===== config.mk =====
export PLATFORM = sky130hd
export DESIGN_NAME = en_reg_arbiter
export DESIGN_NICKNAME = d
export VERILOG_FILES = /design/src/rtl/en_reg_pkg.sv /design/src/rtl/en_reg_arbiter_rr_pick.sv /design/src/rtl/en_reg_arbiter.sv
export SDC_FILE = /design/constraint.sdc
export NUM_CORES = 1
export LEC_CHECK = 0
export CAP_MARGIN = 20
export CORE_ASPECT_RATIO = 1.75
export CORE_UTILIZATION = 35
export CTS_CLUSTER_DIAMETER = 60
export DETAILED_ROUTE_END_ITERATION = 6
export PLACE_DENSITY = 0.73
export SLEW_MARGIN = 20
export SYNTH_ARGS = -nofsm -noshare
export SYNTH_HDL_FRONTEND = slang
export SYNTH_HIERARCHICAL = 1
export SYNTH_SLANG_ARGS = --single-unit

===== constraint.sdc =====
create_clock -name clk -period 2.7 [get_ports clk]
set_input_delay 0.54 -clock clk [delete_from_list [all_inputs] [get_ports clk]]
set_output_delay 0.54 -clock clk [all_outputs]
set_load 0.005 [all_outputs]

===== src/rtl/en_reg_pkg.sv =====
// en_reg_pkg: state encoding and parameter defaults shared by the enable-register arbiter.
package en_reg_pkg;
  localparam logic [1:0] S_IDLE  = 2'd0;
  localparam logic [1:0] S_GRANT = 2'd1;
  localparam logic [1:0] S_HOLD  = 2'd2;
  localparam int DEF_N_REQ    = 4;
  localparam int DEF_WIDTH    = 8;
  localparam int DEF_HOLD_CYC = 2;
endpackage


===== src/rtl/en_reg_arbiter_rr_pick.sv =====
// rr_pick: combinational round-robin selector, first set req bit at or after ptr with wrap-around.
module rr_pick #(
  parameter int N_REQ = 4,
  parameter int IW    = $clog2(N_REQ)
) (
  input  logic [N_REQ-1:0] req,
  input  logic [IW-1:0]    ptr,
  output logic             valid,
  output logic [IW-1:0]    idx
);
  always_comb begin
    valid = 1'b0;
    idx   = '0;
    for (int k = N_REQ - 1; k >= 0; k--) begin
      if (req[(int'(ptr) + k) % N_REQ]) begin
        valid = 1'b1;
        idx   = IW'((int'(ptr) + k) % N_REQ);
      end
    end
  end
endmodule


===== src/rtl/en_reg_arbiter.sv =====
// en_reg_arbiter: round-robin arbitration of N_REQ writers onto one shared enable register.
module en_reg_arbiter
  import en_reg_pkg::*;
#(
  parameter int N_REQ    = DEF_N_REQ,
  parameter int WIDTH    = DEF_WIDTH,
  parameter int HOLD_CYC = DEF_HOLD_CYC
) (
  input  logic                     clk,
  input  logic                     rst,
  input  logic [N_REQ-1:0]         req,
  input  logic [N_REQ*WIDTH-1:0]   wdata,
  output logic [N_REQ-1:0]         gnt,
  output logic [WIDTH-1:0]         q,
  output logic [WIDTH-1:0]         qbar,
  output logic                     busy,
  output logic [$clog2(N_REQ)-1:0] owner
);
  localparam int IW = $clog2(N_REQ);
  localparam logic [IW-1:0] LAST = IW'(N_REQ - 1);
  localparam logic [3:0] HOLD_M1 = HOLD_CYC == 0 ? 4'd0 : 4'(HOLD_CYC - 1);
  localparam logic [N_REQ-1:0] ONE = N_REQ'(1);
  logic [1:0] state_q, state_d;
  logic [IW-1:0] owner_q, owner_d, ptr_q, ptr_d, pick_idx;
  logic [3:0] cnt_q, cnt_d;
  logic [WIDTH-1:0] q_q, q_d, qbar_q, qbar_d, slice;
  logic pick_valid, win;
  rr_pick #(.N_REQ(N_REQ), .IW(IW)) u_pick (
    .req  (req),
    .ptr  (ptr_q),
    .valid(pick_valid),
    .idx  (pick_idx)
  );
  assign slice = wdata[int'(owner_q)*WIDTH +: WIDTH];
  assign win   = state_q == S_GRANT && req[owner_q];
  // reset gating keeps a write that is being discarded from ever showing a grant
  assign gnt   = (win && !rst) ? ONE << owner_q : '0;
  assign busy  = state_q == S_GRANT || state_q == S_HOLD;
  assign q     = q_q;
  assign qbar  = qbar_q;
  assign owner = owner_q;
  always_comb begin
    state_d = state_q;
    owner_d = owner_q;
    ptr_d   = ptr_q;
    cnt_d   = cnt_q;
    q_d     = q_q;
    qbar_d  = qbar_q;
    if (state_q == S_IDLE && pick_valid) begin
      state_d = S_GRANT;
      owner_d = pick_idx;
    end
    if (state_q == S_GRANT) begin
      state_d = (win && HOLD_CYC != 0) ? S_HOLD : S_IDLE;
      cnt_d   = (win && HOLD_CYC != 0) ? HOLD_M1 : 4'd0;
      q_d     = win ? slice : q_q;
      qbar_d  = win ? ~slice : qbar_q;
      ptr_d   = win ? (owner_q == LAST ? '0 : owner_q + 1'b1) : ptr_q;
    end
    if (state_q == S_HOLD) begin
      state_d = cnt_q == 4'd0 ? S_IDLE : S_HOLD;
      cnt_d   = cnt_q == 4'd0 ? 4'd0 : cnt_q - 4'd1;
    end
  end
  always_ff @(posedge clk) begin
    if (rst) begin
      state_q <= S_IDLE;
      owner_q <= '0;
      ptr_q   <= '0;
      cnt_q   <= 4'd0;
      q_q     <= '0;
      qbar_q  <= '1;
    end else begin
      state_q <= state_d;
      owner_q <= owner_d;
      ptr_q   <= ptr_d;
      cnt_q   <= cnt_d;
      q_q     <= q_d;
      qbar_q  <= qbar_d;
    end
  end
endmodule


# Word-level counts from Yosys, hierarchy flattened
# Index checks and enable logic that the tools add are counted.
totals:
  wordCells: 70
  register_bits: 26
  input_bits: 38
  out_inout_bits: 23
classes:
  addsub: 5
  n_lt_le_gt_ge: 5
  bitwise_logic: 4
  n_eq_ne: 3
  n_mux: 32
  shifts: 2
  reduce_logical: 13
ops:
  columns: ["op", "count"]
  rows:
  - ["32-bit by 6-bit indexed part select with 8-bit output", 1]
  - ["2-bit two-way mux", 10]
  - ["4-bit two-way mux", 4]
  - ["1-bit two-way mux", 13]
  - ["3-bit by 4-bit less-than comparator with 1-bit output, second input constant", 3]
  - ["1-bit binary-select mux with 2-bit select", 5]
  - ["8-bit NOT", 1]
  - ["2-bit by 3-bit less-than comparator with 1-bit output, second input constant", 2]
  - ["2-bit OR reduction", 3]
  - ["2-bit by 1-bit adder with 2-bit output, second input constant", 2]
  - ["2-bit adder, second input constant", 2]
  - ["2-bit == test, second input constant", 2]
  - ["4-bit zero test", 1]
  - ["1-bit by 2-bit << shifter with 4-bit output, first input constant", 1]
  - ["4-bit by 1-bit subtractor with 4-bit output, second input constant", 1]
  - ["1-bit AND, first input constant", 3]
  - ["1-bit logical AND", 3]
  - ["3-bit nonzero test", 1]
  - ["2-bit by 1-bit == test with 1-bit output, second input constant", 1]
  - ["2-bit zero test", 1]
  - ["2-bit AND reduction", 1]
  - ["2-bit nonzero test", 1]
  - ["1-bit zero test", 1]
  - ["1-bit logical OR", 1]

# Logic depth before layout (Yosys ltp)
# Gate-level depths: netlist (run 1).
logic_depth:
  depth_word: 14
  mapped_depth: 8

# Cells and area by module
# The synthesis (run 1) kept the hierarchy.
by_module_without_submodules:
  columns: ["mod", "n_inst", "cells_each", "area_per_inst_um2", "seq_area_each_um2"]
  rows:
  - ["en_reg_arbiter", 1, 143, 1352.5, 520.5]
  - ["rr_pick", 1, 13, 77.6, 0.0]

# Least setup slack after synthesis (run 1)
# No wires, ideal clock.
synth_path:
  path_kind: "input to output"
  start: "input port req[3]"
  end: "output port gnt[0]"
  arrival_ns: 1.232
  path_stages: 5
  slack_ns: 0.928
  required_time_ns: 2.160
  n_path_buf: 1
  cell_sequence: "mux2i_1 o22a_1 buf_6 nor2_1 and2_1"
synth_between:
  elab_chain_len: 5
synth_lines:
  columns: ["item", "line_no", "source"]
  rows:
  - ["start: declaration", "en_reg_arbiter.sv:11", "input logic [N_REQ-1:0] req,"]
  - ["1-bit binary-select mux with 2-bit select", "en_reg_arbiter.sv:35", "assign win = state_q == S_GRANT && req[owner_q];"]
  - ["1-bit two-way mux (not written as such)", "en_reg_arbiter.sv:35", null]
  - ["1-bit logical AND", "en_reg_arbiter.sv:35", null]
  - ["1-bit logical AND", "en_reg_arbiter.sv:37", "assign gnt = (win && !rst) ? ONE << owner_q : '0;"]
  - ["4-bit two-way mux", "en_reg_arbiter.sv:37", null]
  - ["end: declaration", "en_reg_arbiter.sv:13", "output logic [N_REQ-1:0] gnt,"]
# Every way passes these cells. The select of a mux whose other input is x is not followed.

# Worst setup path in the final report (run 1)
layout_path:
  start: "input port req[1]"
  end: "output port gnt[3]"
# Same word-level chain as after synthesis.

==> out/qor.csv, run 1 <==
stage,metric,value,unit
setup_path,slowest_stage,clkdlybuf4s50_1,
timing,slew_headroom,77.7,%
clock_network,clock_latency,0.26,ns
setup_path,cp.required,2.16,ns
pwr,switchingPower,467,uW
logic_synthesis,synth_fp_nets,203,
outcome,status,completed,
setup_path,cp-end-kind,primary output,
setup_path,crit_top_cell,clkdlybuf4s50_1,
setup_path,reg2reg_from,state_q[1],
setup_path,cp_data_arrival_time,2.09,ns
pwr,power_frac_seq,34.4,%
detailed_routing,drt-wirelength-per-cell,13.4,um
timing,hold_viol,0,
die,die_area,4360,um2
logic_synthesis,synth_flop_cell,dfxtp_1,
timing,min_period,2.63,ns
logic_synthesis,synth_edf_count,0,
clock_network,cts_tree,yes,
pwr,vdd_drop_max,0.000432,V
die,core_area,3900,um2
grt,grt_pass1_wl,5.51,mm
detailed_routing,drc,0,
die,ios,61,
placed_design,placed_cells,264,
grt,grt_use_total,16.2,%
timing,setup_viol,0,
clock_network,cts_root_buffer,clkbuf_8,
pwr,p_int,1.02,mW
timing,final.period_utilization,97.6,%
grt,overflow,0,
timing,finalMaxSlewViolations,0,
pwr,power_frac_clock,21.4,%
logic_synthesis,ys_types,26,
cells_and_area,drive_above_1_share,10.9,%
setup_path,crit_type,input port to primary output,
timing,setup_tns,0,ns
die,initial_core_util,36.6,%
die,die_height,86.6,um
die,num_rows,30,
setup_path,critPathMaxFanout,4,
placed_design,dp_hpwl,2.72,mm
setup_path,startpoint,req[1],
cells_and_area,antennaDiodeCount,0,
timing,tightest_slew,0.329,ns
detailed_routing,postRouteWirelength,3.61,mm
logic_synthesis,netlist_instances,156,
pwr,combPwrFrac,44.2,%
clock_network,path_clk_slew,0.09,ns
grt,grt_max_degree,25,
grt,antenna_found_initial,0,
detailed_routing,vias,1361,
setup_path,crit_path_max_incr_delay,0.50,ns
cells_and_area,mostFrequentLayoutCells,"clkdlybuf4s50_1, nand2_1, dfxtp_1",
detailed_routing,firstDrtPassIters,4,
pwr,p_sw_share,31.5,%
grt,first_global_vias,1264,
clock_network,max-clock-path-buffers,2,
cells_and_area,nets,269,
pwr,power_leakage,0.864,nW
timing,timing.fmax,0.380,GHz
logic_synthesis,avgSynthCellArea,9.17,um2
placed_design,portBuffers,60,
hold_path,hold_class,flop to flop,
logic_synthesis,ys_warn_count,6,
clock_network,h-tree-depth,1,
cells_and_area,seq_area,520,um2
setup_path,r2r-end,ptr_q[0],
detailed_routing,viasPerCell,5.06,
logic_synthesis,netlist_area,1430,um2
cells_and_area,fin_cells,269,
timing,whs,0.457,ns
timing,fin_worst_skew,0.00278,ns
flow_run,maxCapViolCount,0,
setup_path,ff2ff_path_depth,7,
placed_design,gp_congestion,0.762,
detailed_routing,postRouteAntennaNets,0,
pwr,p_per_area,673,nW/um2
cells_and_area,final_common_cell,clkdlybuf4s50_1,
cells_and_area,area_delta_synth_final,54.3,%
logic_synthesis,ys_ff_latch,26,
logic_synthesis,ys_seq_area_share,36.4,%
die,die_x,50.3,um
logic_synthesis,ys_async_sr_fraction,0,%
setup_path,path_cells,clkdlybuf4s50_1 > mux2i_1 > o22a_1 > nor2_2 > and2_1 > clkdlybuf4s50_1,
timing,grt_setup_unrepaired,no,
detailed_routing,drtIter0Drc,35,
cells_and_area,multi_input_area,848,um2
cells_and_area,fillers,373,
setup_path,cp-endpoint,gnt[3],
setup_path,rrSetupSlack,1.08,ns
clock_network,numCtsBuffers,3,
setup_path,start_kind,input port,
clock_network,cts_sinks,26,
## registers in the layout, indices dropped and copies added, names as in the netlist
signal / count
cnt_q: 4
owner: 2
ptr_q: 2
q: 8
qbar: 8
state_q: 2
## timing repair
item / CTS / global route
hold buffers: 0 / 0
pin swaps: 0 / 3
setup buffers: 0 / 1
resized for setup: 2 / 5
endpoints found under the setup margin: 4 / 3
## cell families after synthesis
| family | synth area share [%] |
|---|---|
| AND/OR/NAND/NOR | 19.9 |
| AO/OA/AOI/OAI | 14.9 |
| flip-flops | 36.4 |
| buffers and inverters | 4.72 |
| multiplexers | 15.0 |
| adder cells (fa/ha/maj) | 7.87 |
| XOR/XNOR | 1.23 |
## power by group through the flow
stage	Sequential (mW)	Clock (mW)	Combinational [mW]
finish	0.511	0.318	0.657
global route	0.522	0.344	0.723
CTS	0.512	0.326	0.662
detailed placement	0.520	0	0.657
global placement	0.519	0	0.642
floorplan	0.518	0	0.394
## layer usage
metal / GRT usage [%] / vias up / share of wire [%]
met5: 0 / - / 0
met4: 5.30 / 0 / 1.4
met3: 1.93 / 6 / 6.0
met2: 32.1 / 48 / 55
met1: 17.0 / 637 / 38
li1: - / 670 / -
## worst min path at each step
stage,start,end,slack [ns],cells after the start
3_3_place_gp,q[2],q[2],0.44,2
2_1_floorplan,q[0],q[0],0.45,2
5_1_grt,q[2],q[2],0.48,2
3_5_place_dp,q[2],q[2],0.45,2
6_report,q[4],q[4],0.46,2
4_1_cts,q[2],q[2],0.46,2
## layout make-up
class | instances | area share [%]
Tap cell | 48 | 2.72
Inverter | 6 | 1.02
Sequential cell | 26 | 23.6
Clock inverter | 1 | 1.36
Multi-Input combinational cell | 115 | 38.4
Timing Repair Buffer | 70 | 31.0
Clock buffer | 3 | 1.87
## cells in the mapped netlist, types with 4 or more instances
library cell  instances  area share [%]
and2_1                4             1.7
nor2_1               10             2.6
nand2_1              27             7.1
dfxtp_1              26              36
clkbuf_1              5             1.3
inv_1                 6             1.6
a211oi_1              5             2.6
ha_1                  9             7.9
a21oi_1              13             4.5
mux4_2                7              11
a21o_1                9             4.7
nand2b_1             13             5.7
## through the flow
stage	util [%]	area [um2]	setup slack (ns)	power (mW)
final	56.5	2210	0.0661	1.49
after floorplan	-	1430	0.928	0.911
after detailed placement	54.1	2110	-0.0488	1.18
after global placement	54.1	2110	-0.0357	1.16
after global routing	56.5	2210	0.0107	1.59
after CTS	56.0	2190	0.0143	1.50
## worst max-delay path, delay by kind of cell
kind | cells | cell delay [ns]
AO/OA/AOI/OAI | 1 | 0.20
AND/OR/NAND/NOR | 2 | 0.29
buffers and inverters | 2 | 0.97
multiplexers | 1 | 0.09
Power figures use the tool's default switching activity.
==> run 2, diff against run 1 <==
- GPL_ROUTABILITY_DRIVEN: unset -> 0
==> results of run 2 <==
Same layout as run 1: the final DEF is identical, and so are final timing and power.
